### config.mk
export PLATFORM = sky130hd
export DESIGN_NAME = mont_r2_precompute_flat
export DESIGN_NICKNAME = d
export VERILOG_FILES = /design/src/rtl/mont_r2_precompute_pkg.sv /design/src/rtl/mont_r2_precompute_if.sv /design/src/rtl/mont_r2_precompute_dbl_sub.sv /design/src/rtl/mont_r2_precompute.sv /design/src/flat_wrapper.sv
export SDC_FILE = /design/constraint.sdc
export NUM_CORES = 2
export LEC_CHECK = 0
export BUFFER_PORTS_ARGS = -buffer_cell sky130_fd_sc_hd__buf_2
export CELL_PAD_IN_SITES_DETAIL_PLACEMENT = 0
export CELL_PAD_IN_SITES_GLOBAL_PLACEMENT = 1
export CORE_MARGIN = 4
export CORE_UTILIZATION = 35
export CTS_CLUSTER_DIAMETER = 40
export DETAILED_ROUTE_END_ITERATION = 6
export PLACE_DENSITY_LB_ADDON = 0.1
export SYNTH_ARGS = -nofsm -noshare
export SYNTH_HDL_FRONTEND = slang
export SYNTH_HIERARCHICAL = 1
export SYNTH_SLANG_ARGS = --single-unit
### constraint.sdc
create_clock -name i_Clk -period 4.4 [get_ports i_Clk]
set_clock_uncertainty 0.1 [all_clocks]
set_input_delay 1.32 -clock i_Clk [delete_from_list [all_inputs] [get_ports i_Clk]]
set_output_delay 1.32 -clock i_Clk [all_outputs]
set_load 0.005 [all_outputs]
### src/rtl/mont_r2_precompute_pkg.sv
// Shared definitions for the Montgomery R^2 precompute engine.
// Holds the default operand width, FSM encoding and counter sizing helper.
package mont_r2_precompute_pkg;

    localparam int unsigned K_BITS_DEF = 256;

    typedef enum logic [1:0] {
        ST_IDLE = 2'd0,
        ST_RUN  = 2'd1,
        ST_DONE = 2'd2
    } state_e;

    // Step counter must hold 2*K-1 with headroom.
    function automatic int unsigned cnt_width(input int unsigned k);
        return $clog2(2 * k) + 1;
    endfunction

endpackage

### src/rtl/mont_r2_precompute_if.sv
// Start/done request bus between a controller and the R^2 precompute engine.
import mont_r2_precompute_pkg::*;

interface mont_r2_precompute_if #(
    parameter int unsigned K_BITS = K_BITS_DEF
);
    logic              i_Start;
    logic [K_BITS-1:0] i_m;
    logic [K_BITS-1:0] o_R2;
    logic              o_Busy;
    logic              o_Done;
    logic              o_Err;

    modport master (
        output i_Start, i_m,
        input  o_R2, o_Busy, o_Done, o_Err
    );

    modport slave (
        input  i_Start, i_m,
        output o_R2, o_Busy, o_Done, o_Err
    );
endinterface

### src/rtl/mont_r2_precompute_dbl_sub.sv
// Combinational modular doubling: 2r mod m, assuming r < m < 2^K_BITS.
import mont_r2_precompute_pkg::*;

module mont_r2_precompute_dbl_sub #(
    parameter int unsigned K_BITS = K_BITS_DEF
) (
    input  logic [K_BITS-1:0] i_r,
    input  logic [K_BITS-1:0] i_m,
    output logic [K_BITS-1:0] o_r_c
);
    logic [K_BITS:0] w_r2x;
    logic [K_BITS:0] w_diff;
    logic            w_ge;

    // 2r < 2m, so one conditional subtract brings the result back below m.
    always_comb begin
        w_r2x  = {i_r, 1'b0};
        w_diff = w_r2x - {1'b0, i_m};
        w_ge   = (w_r2x >= {1'b0, i_m});
        o_r_c  = w_ge ? K_BITS'(w_diff) : K_BITS'(w_r2x);
    end
endmodule

### src/rtl/mont_r2_precompute.sv
// Computes R2 = 2^(2*K_BITS) mod m by 2*K_BITS modular doublings of r = 1.
// Even or zero moduli are rejected with o_Err after a single RUN cycle.
import mont_r2_precompute_pkg::*;

module mont_r2_precompute #(
    parameter int unsigned K_BITS = K_BITS_DEF
) (
    input  logic                          i_Clk,
    input  logic                          i_Rst_n,
    mont_r2_precompute_if.slave           bus
);
    localparam int unsigned CNT_W = cnt_width(K_BITS);
    localparam logic [CNT_W-1:0] LAST_CNT = CNT_W'(2 * K_BITS - 1);

    state_e              r_state, w_state_next;
    logic [CNT_W-1:0]    r_cnt, w_cnt_next;
    logic [K_BITS-1:0]   r_r, w_r_next;
    logic [K_BITS-1:0]   r_m, w_m_next;
    logic [K_BITS-1:0]   r_R2, w_R2_next;
    logic                r_Busy, w_Busy_next;
    logic                r_Done, w_Done_next;
    logic                r_Err, w_Err_next;
    logic [K_BITS-1:0]   w_r_dbl;

    mont_r2_precompute_dbl_sub #(.K_BITS(K_BITS)) u_dbl_sub (
        .i_r   (r_r),
        .i_m   (r_m),
        .o_r_c (w_r_dbl)
    );

    always_ff @(posedge i_Clk or negedge i_Rst_n) begin
        if (!i_Rst_n) begin
            r_state <= ST_IDLE;
            r_cnt   <= '0;
            r_r     <= '0;
            r_m     <= '0;
            r_R2    <= '0;
            r_Busy  <= 1'b0;
            r_Done  <= 1'b0;
            r_Err   <= 1'b0;
        end else begin
            r_state <= w_state_next;
            r_cnt   <= w_cnt_next;
            r_r     <= w_r_next;
            r_m     <= w_m_next;
            r_R2    <= w_R2_next;
            r_Busy  <= w_Busy_next;
            r_Done  <= w_Done_next;
            r_Err   <= w_Err_next;
        end
    end

    always_comb begin
        w_state_next = r_state;
        w_cnt_next   = r_cnt;
        w_r_next     = r_r;
        w_m_next     = r_m;
        w_R2_next    = r_R2;
        w_Busy_next  = r_Busy;
        w_Done_next  = 1'b0;
        w_Err_next   = r_Err;

        unique case (r_state)
            ST_IDLE: begin
                if (bus.i_Start) begin
                    w_m_next     = bus.i_m;
                    w_Busy_next  = 1'b1;
                    w_cnt_next   = '0;
                    w_state_next = ST_RUN;
                    if (!bus.i_m[0]) begin
                        w_Err_next = 1'b1;
                        w_R2_next  = '0;
                        w_r_next   = '0;
                    end else begin
                        w_Err_next = 1'b0;
                        w_r_next   = (bus.i_m == K_BITS'(1)) ? '0 : K_BITS'(1);
                    end
                end
            end
            ST_RUN: begin
                // A rejected modulus passes through RUN once so o_Done lands one edge after start.
                if (r_Err) begin
                    w_Done_next  = 1'b1;
                    w_state_next = ST_DONE;
                end else begin
                    w_r_next   = w_r_dbl;
                    w_cnt_next = r_cnt + CNT_W'(1);
                    if (r_cnt == LAST_CNT) begin
                        w_R2_next    = w_r_dbl;
                        w_Done_next  = 1'b1;
                        w_state_next = ST_DONE;
                    end
                end
            end
            ST_DONE: begin
                w_Busy_next  = 1'b0;
                w_state_next = ST_IDLE;
            end
            default: begin
                w_Busy_next  = 1'b0;
                w_state_next = ST_IDLE;
            end
        endcase
    end

    assign bus.o_R2   = r_R2;
    assign bus.o_Busy = r_Busy;
    assign bus.o_Done = r_Done;
    assign bus.o_Err  = r_Err;
endmodule
### src/flat_wrapper.sv
// flat-port wrapper written by rule: the top's interface ports become plain ports
module mont_r2_precompute_flat 
#(
    parameter int unsigned K_BITS = K_BITS_DEF
)
  (i_Clk, i_Rst_n, bus_i_Start, bus_i_m, bus_o_R2, bus_o_Busy, bus_o_Done, bus_o_Err);
  mont_r2_precompute_if #(.K_BITS(K_BITS)) bus_i ();
  input  logic i_Clk;
  input  logic i_Rst_n;
  input wire logic [$bits(bus_i.i_Start)-1:0] bus_i_Start;
  input wire logic [$bits(bus_i.i_m)-1:0] bus_i_m;
  output wire logic [$bits(bus_i.o_R2)-1:0] bus_o_R2;
  output wire logic [$bits(bus_i.o_Busy)-1:0] bus_o_Busy;
  output wire logic [$bits(bus_i.o_Done)-1:0] bus_o_Done;
  output wire logic [$bits(bus_i.o_Err)-1:0] bus_o_Err;
  assign bus_i.i_Start = bus_i_Start;
  assign bus_i.i_m = bus_i_m;
  assign bus_o_R2 = bus_i.o_R2;
  assign bus_o_Busy = bus_i.o_Busy;
  assign bus_o_Done = bus_i.o_Done;
  assign bus_o_Err = bus_i.o_Err;
  mont_r2_precompute #(.K_BITS(K_BITS)) u_core (.i_Clk(i_Clk), .i_Rst_n(i_Rst_n), .bus(bus_i));
endmodule
After elaboration in Yosys (flattened, before gate mapping)

Index checks and enable logic that the tools add are counted.

Bits in registers: 783
Input port bits: 259
Output and inout bits: 259
Word-level logic and storage cells: 51

Add/sub/neg operators: 2
Order comparisons: 1
Equality and inequality tests: 8
Multiplexer cells: 24
Bitwise gates (word level): 1
Reduce and logical (&&, ||, !) cells: 7

Operator list:

| kind                                                                     | number |
|---|---|
| 256-bit two-way mux                                                      | 8 |
| 256-bit one-hot mux with 2 select lines                                  | 2 |
| 257-bit by 256-bit greater-or-equal comparator with 1-bit output         | 1 |
| 256-bit by 1-bit equality test with 1-bit output (second input constant) | 1 |
| 256-bit subtractor                                                       | 1 |
| 10-bit two-way mux                                                       | 2 |
| 10-bit one-hot mux with 2 select lines                                   | 1 |
| 10-bit by 1-bit adder with 10-bit output (second input constant)         | 1 |
| 10-bit by 9-bit equality test with 1-bit output (second input constant)  | 1 |
| 1-bit two-way mux                                                        | 6 |
| 2-bit two-way mux                                                        | 3 |
| 2-bit inequality test (second input constant)                            | 3 |
| 2-bit AND reduction                                                      | 3 |
| 5-bit AND reduction                                                      | 1 |
| 2-bit one-hot mux with 2 select lines                                    | 1 |
| 3-bit by 1-bit inequality test with 1-bit output (second input constant) | 1 |
| 3-bit AND reduction                                                      | 1 |
| 2-bit by 1-bit equality test with 1-bit output (second input constant)   | 1 |
| 2-bit zero test                                                          | 1 |
| 2-bit by 1-bit inequality test with 1-bit output (second input constant) | 1 |
| 1-bit one-hot mux with 2 select lines                                    | 1 |
| 2-bit nonzero test                                                       | 1 |
| 1-bit inverter                                                           | 1 |

Longest topological paths before layout

Depth after elaboration: 5
Gate-level depth with buffers: 21
Mapped depth without buffers: 17

Hierarchy

Netlist, hierarchy kept.

By module, submodules not included:

| module                     | times used | cells each | area an instance (µm²) | seq. area each (µm²) |
|---|---|---|---|---|
| mont_r2_precompute         | 1          | 2,940      | 30,489.2               | 19,593.8 |
| mont_r2_precompute_dbl_sub | 1          | 4,016      | 23,237.3               | 0.0 |

Least setup slack after synthesis

No wires, ideal clock.

Kind: register to register
Start: register u_core.r_r[0]
End: register u_core.r_r[252]
Library setup time: 0.121 ns
Arrival: 3.722 ns
Data required time: 4.179 ns
Path slack: 0.457 ns
Cell stages (with the launch flop): 17
Path buffers: 0
Period minus slack after synthesis: 3.943 ns
Cells stage by stage: dfrtp_1 inv_1 fa_1 nor2b_1 o311a_1 o21ai_1 a21oi_2 o2111ai_2 a2111oi_2 o2111ai_1 a2111oi_2 o21ai_2 a2111oi_2 or3_1 o2111a_1 a211oi_2 a22o_1

Longest elaborated chain between the ends: 4
Elaborated cells on any way between the ends: 5
Classes of those cells: 1 x add/sub; 1 x order compare; 3 x mux

RTL lines:

| item                                                                                                   | RTL line                                                           | text |
|---|---|---|
| start, declared                                                                                        | mont_r2_precompute.sv:17                                           | `logic [K_BITS-1:0] r_r, w_r_next;` |
| start signal, assigned                                                                                 | mont_r2_precompute.sv:44                                           | `r_r <= w_r_next;` |
| 256-bit subtractor or 257-bit by 256-bit greater-or-equal comparator with 1-bit output (tied branches) | mont_r2_precompute_dbl_sub.sv:18, mont_r2_precompute_dbl_sub.sv:19 |  |
| 256-bit two-way mux *                                                                                  | mont_r2_precompute_dbl_sub.sv:20                                   | `o_r_c = w_ge ? K_BITS'(w_diff) : K_BITS'(w_r2x);` |
| net u_core.w_r_dbl[252]                                                                                | mont_r2_precompute.sv:23                                           | `logic [K_BITS-1:0] w_r_dbl;` |
| 256-bit two-way mux *                                                                                  | mont_r2_precompute.sv:82                                           | `if (r_Err) begin` |
| 256-bit one-hot mux with 2 select lines *                                                              | mont_r2_precompute.sv:63                                           | `unique case (r_state)` |

The timed path passes the listed nets; every way through them passes the cells marked *. The select of a mux whose other input is x is not followed.
A chain may end at the register's enable or synchronous reset.

Worst setup path after layout

Start: register u_core.r_r[61]
End: register u_core.r_R2[252], in the netlist u_core/bus.o_R2[252]

Longest elaborated chain between the ends: 5
Elaborated cells on any way between the ends: 6
Classes of those cells: 1 x add/sub; 1 x order compare; 4 x mux

RTL lines:

| item                                                                                                   | RTL line                                                           | text |
|---|---|---|
| 256-bit subtractor or 257-bit by 256-bit greater-or-equal comparator with 1-bit output (tied branches) | mont_r2_precompute_dbl_sub.sv:18, mont_r2_precompute_dbl_sub.sv:19 |  |
| 256-bit two-way mux *                                                                                  | mont_r2_precompute_dbl_sub.sv:20                                   |  |
| net u_core.w_r_dbl[252]                                                                                | mont_r2_precompute.sv:23                                           |  |
| 256-bit two-way mux *                                                                                  | mont_r2_precompute.sv:88                                           | `if (r_cnt == LAST_CNT) begin` |
| 256-bit two-way mux *                                                                                  | mont_r2_precompute.sv:82                                           |  |
| 256-bit one-hot mux with 2 select lines *                                                              | mont_r2_precompute.sv:63                                           |  |
| end signal, assigned                                                                                   | mont_r2_precompute.sv:46                                           | `r_R2 <= w_R2_next;` |
| end, declared                                                                                          | mont_r2_precompute.sv:19                                           | `logic [K_BITS-1:0] r_R2, w_R2_next;` |

Marked as above.

==> metrics.txt <==
post-synth design cell area=53700 µm²; Final setup viols=288; maximum number of pins on one net before global-route repair=149; buffer type at the clock tree root=clkbuf_16; GRT overflow=0; dpl hpwl=193000 µm; number of pins exceeding their max-slew limit in the final report=0; syn_nets=7473; EDFF count, synth=0; kind of critical path=reg -> reg; floorplan core area=152000 µm²; ys async rst share=100%; commonest register cell after synthesis=dfrtp_1; slowest library cell on the worst path=a2111oi_4; sinks on the clock net=783; Synth Instances=6956; Critical Path Source Type=flip-flop; clock latency reported for the late side of the worst-skew pair=0.79 ns; final clock period utilization by the worst path=105%; number of design rule violations left after detail routing=0; cts bufs inserted=147; cell taking the most area after synthesis=dfrtp_1; post-route setup TNS=-13.39 ns; count of fill cells added during filler insertion=15111; Worst path top cell family by delay=compound AO/OA/AOI/OAI gates; count of cell types in the netlist=92; TritonCTS clock tree=yes; clock period minus final worst setup slack=4.61 ns; total iterations of the first detailed-routing run=5; clock-pin transition on the worst setup and hold timing paths=0.05 ns; leakage power total=0.0408 µW; wire length of the first global-routing pass=371000 µm; YS warnings=6; per-instance average area after synthesis=7.72 µm²; Starting Density=35.3%; maximum operating frequency=217 MHz; WP data required=4.98 ns; antenna violations before repair=20; total routed wirelength=249000 µm; number of non-filler instances in the completed layout=10839; violations in the final reports=negative setup slack; area fraction of the dominant cell type after synthesis=36.5%; Horiz. Die Dim=400 µm; largest stage delay on the critical path=0.46 ns; IR Drop Worst-Case VDD=0.399 mV; DRC violation total after the first TritonRoute iteration=4877; area of the die=160000 µm²; height of the die=400 µm; antenna violation net count after detailed routing=0; critical path, cell by cell=ha_4 -> buf_4 -> nand2_1 -> buf_4 -> nor2_1 -> o2111ai_1 -> nand2_1 -> nand3_1 -> a2111oi_4 -> o2111ai_1 -> buf_4 -> a2111oi_4 -> o21ai_4 -> a2111oi_4 -> or3_4 -> o21ai_2 -> a211oi_2 -> nand3_1 -> o21ai_1; number of max-cap violations=0; sum of buffers and inverters on the critical path=3; Longest Clk Path Bufs=3; vias after detailed routing=58666; placed cells=10454; unrepaired setup endpoints after global routing=yes; P&R area growth vs syn=43.9%; leading cell types by total area after synthesis=dfrtp_1, nand2_1, a21oi_1; Hold WC Path Type=in -> async; commonest non-fill, non-tap cell in the layout=buf_4; CTS H-Tree Depth=4; largest fanout on the critical path=4; share of layout cells above drive strength 1=31.2%; relative slew slack=16.8%; post-layout total power=19600 µW; number of buffers inserted by port buffering=517; total count of hold-check failures in the final report=0; result of the run=complete, but fails checks; Setup crit end kind=flip-flop; GRT Resource Usage Total=30.4%; portion of the post-synthesis area used by sequential elements=36.5%; final routed wire length divided by cell count=23.0 µm; highest-count cells in the layout ignoring fill and taps=buf_4, nand2_1, dfrtp_1; data arrival at the endpoint of the critical path=5.19 ns; RePlAce Congestion=1.06; I/O pin total=518; Final WS setup=-0.214 ns; row count=143; Yosys reg bits=783; number of global-route vias before repair=58830; via density per instance=5.41; power density over cell area=254 nW/µm²; number of nets in the finished design=9197; slew at the pin closest to its max-slew limit=1.24 ns
[per-layer routing]
metal	share of wire, %	GRT usage [%]	wire length (µm)	up-vias
met5	0.041	0	101	-
met4	2.2	7.34	5570	10
met3	6.7	5.62	16800	296
met2	44	46.2	109000	1761
met1	47	44.4	118000	28750
li1	-	-	-	27849
[path summary, 6_finish.rpt]
check | startpoint | to | slack [ns] | cells after the start
max reg2reg | u_core/r_r[61]$_DFFE_PN0P_ | u_core/bus.o_R2[252]$_DFFE_PN0P_ | -0.21 | 19
min in group i_Clk | u_core/r_m[77]$_DFFE_PN0P_ | u_core/r_m[77]$_DFFE_PN0P_ | 0.37 | 2
max | u_core/r_r[61]$_DFFE_PN0P_ | u_core/bus.o_R2[252]$_DFFE_PN0P_ | -0.21 | 19
min | i_Rst_n | u_core/bus.o_R2[55]$_DFFE_PN0P_ | 0.37 | 1
max in group asynchronous | i_Rst_n | u_core/r_m[190]$_DFFE_PN0P_ | 2.78 | 2
min reg2reg | u_core/r_m[77]$_DFFE_PN0P_ | u_core/r_m[77]$_DFFE_PN0P_ | 0.37 | 2
[Yosys cell counts (all sizes together) (26+ instances only)]
| cell | number |
|---|---|
| a32o | 221 |
| xor2 | 98 |
| ha | 257 |
| a21oi | 666 |
| o21ai | 587 |
| nand2 | 1231 |
| o21a | 50 |
| o31ai | 34 |
| a21o | 124 |
| inv | 611 |
| o21bai | 88 |
| nor3 | 96 |
| a22o | 37 |
| clkbuf | 237 |
| a211oi | 27 |
| dfrtp | 783 |
| buf | 180 |
| o211ai | 26 |
| a21boi | 34 |
| nor4 | 97 |
| xnor2 | 147 |
| a31oi | 41 |
| nand3 | 324 |
| nand4 | 173 |
| nor2 | 543 |
[timing repair]
action                                  4_1_cts  5_1_grt
endpoints found under the setup margin      512      512
gates cloned                                 19        7
hold endpoints to repair                      0        0
resized for setup                           481      221
hold buffers                                  0        0
setup buffers                                56       31
pin swaps                                    84       46
[through the flow]
stage	utilization, %	worst slack [ns]	hold WS (ns)	area, µm²
after floorplan	-	0.457	0.346	53700
after global placement	44.6	-0.946	0.360	67800
after detailed placement	44.6	-0.899	0.363	67800
after CTS	49.9	-0.161	0.339	76000
after global routing	50.7	-0.396	0.373	77300
final	50.8	-0.214	0.371	77300
[power breakdown]
| part | leakage [µW] | internal [µW] | switching (µW) | total, µW |
|---|---|---|---|---|
| clock | 0.00248 | 7310 | 4250 | 11600 |
| sequential | 0.0103 | 7330 | 84.1 | 7420 |
| combinational | 0.0281 | 248 | 389 | 637 |
| total | 0.0408 | 14900 | 4720 | 19600 |
[logic make-up after synthesis]
logic type | share of synthesized area, %
AO/OA/AOI/OAI | 24.2
XOR/XNOR | 3.99
adder cells (fa/ha/maj) | 6.02
buffers and inverters | 7.97
flip-flops | 36.5
multiplexers | 0.0792
AND/OR/NAND/NOR | 21.3
[area by class of cell]
cell class / instances / area, µm² / area share [%]
Clock inverter: 89 / 1000 / 1.30
Tap cell: 2030 / 2540 / 3.29
Multi-Input combinational cell: 5145 / 32600 / 42.2
Timing Repair Buffer: 1992 / 15200 / 19.6
Inverter: 611 / 2290 / 2.97
Sequential cell: 783 / 19600 / 25.4
Clock buffer: 179 / 4070 / 5.26
Antenna cell: 10 / 25.0 / 0.0324
[registers in the layout, summed over array words and instances (netlist names)]
name and count:
u_core/bus.o_Err 1, u_core/bus.o_Busy 1, u_core/bus.o_R2 256, u_core/r_state 2, u_core/r_cnt 10, u_core/r_m 256, u_core/r_r 256, u_core/bus.o_Done 1
Power figures use the tool's default switching activity.
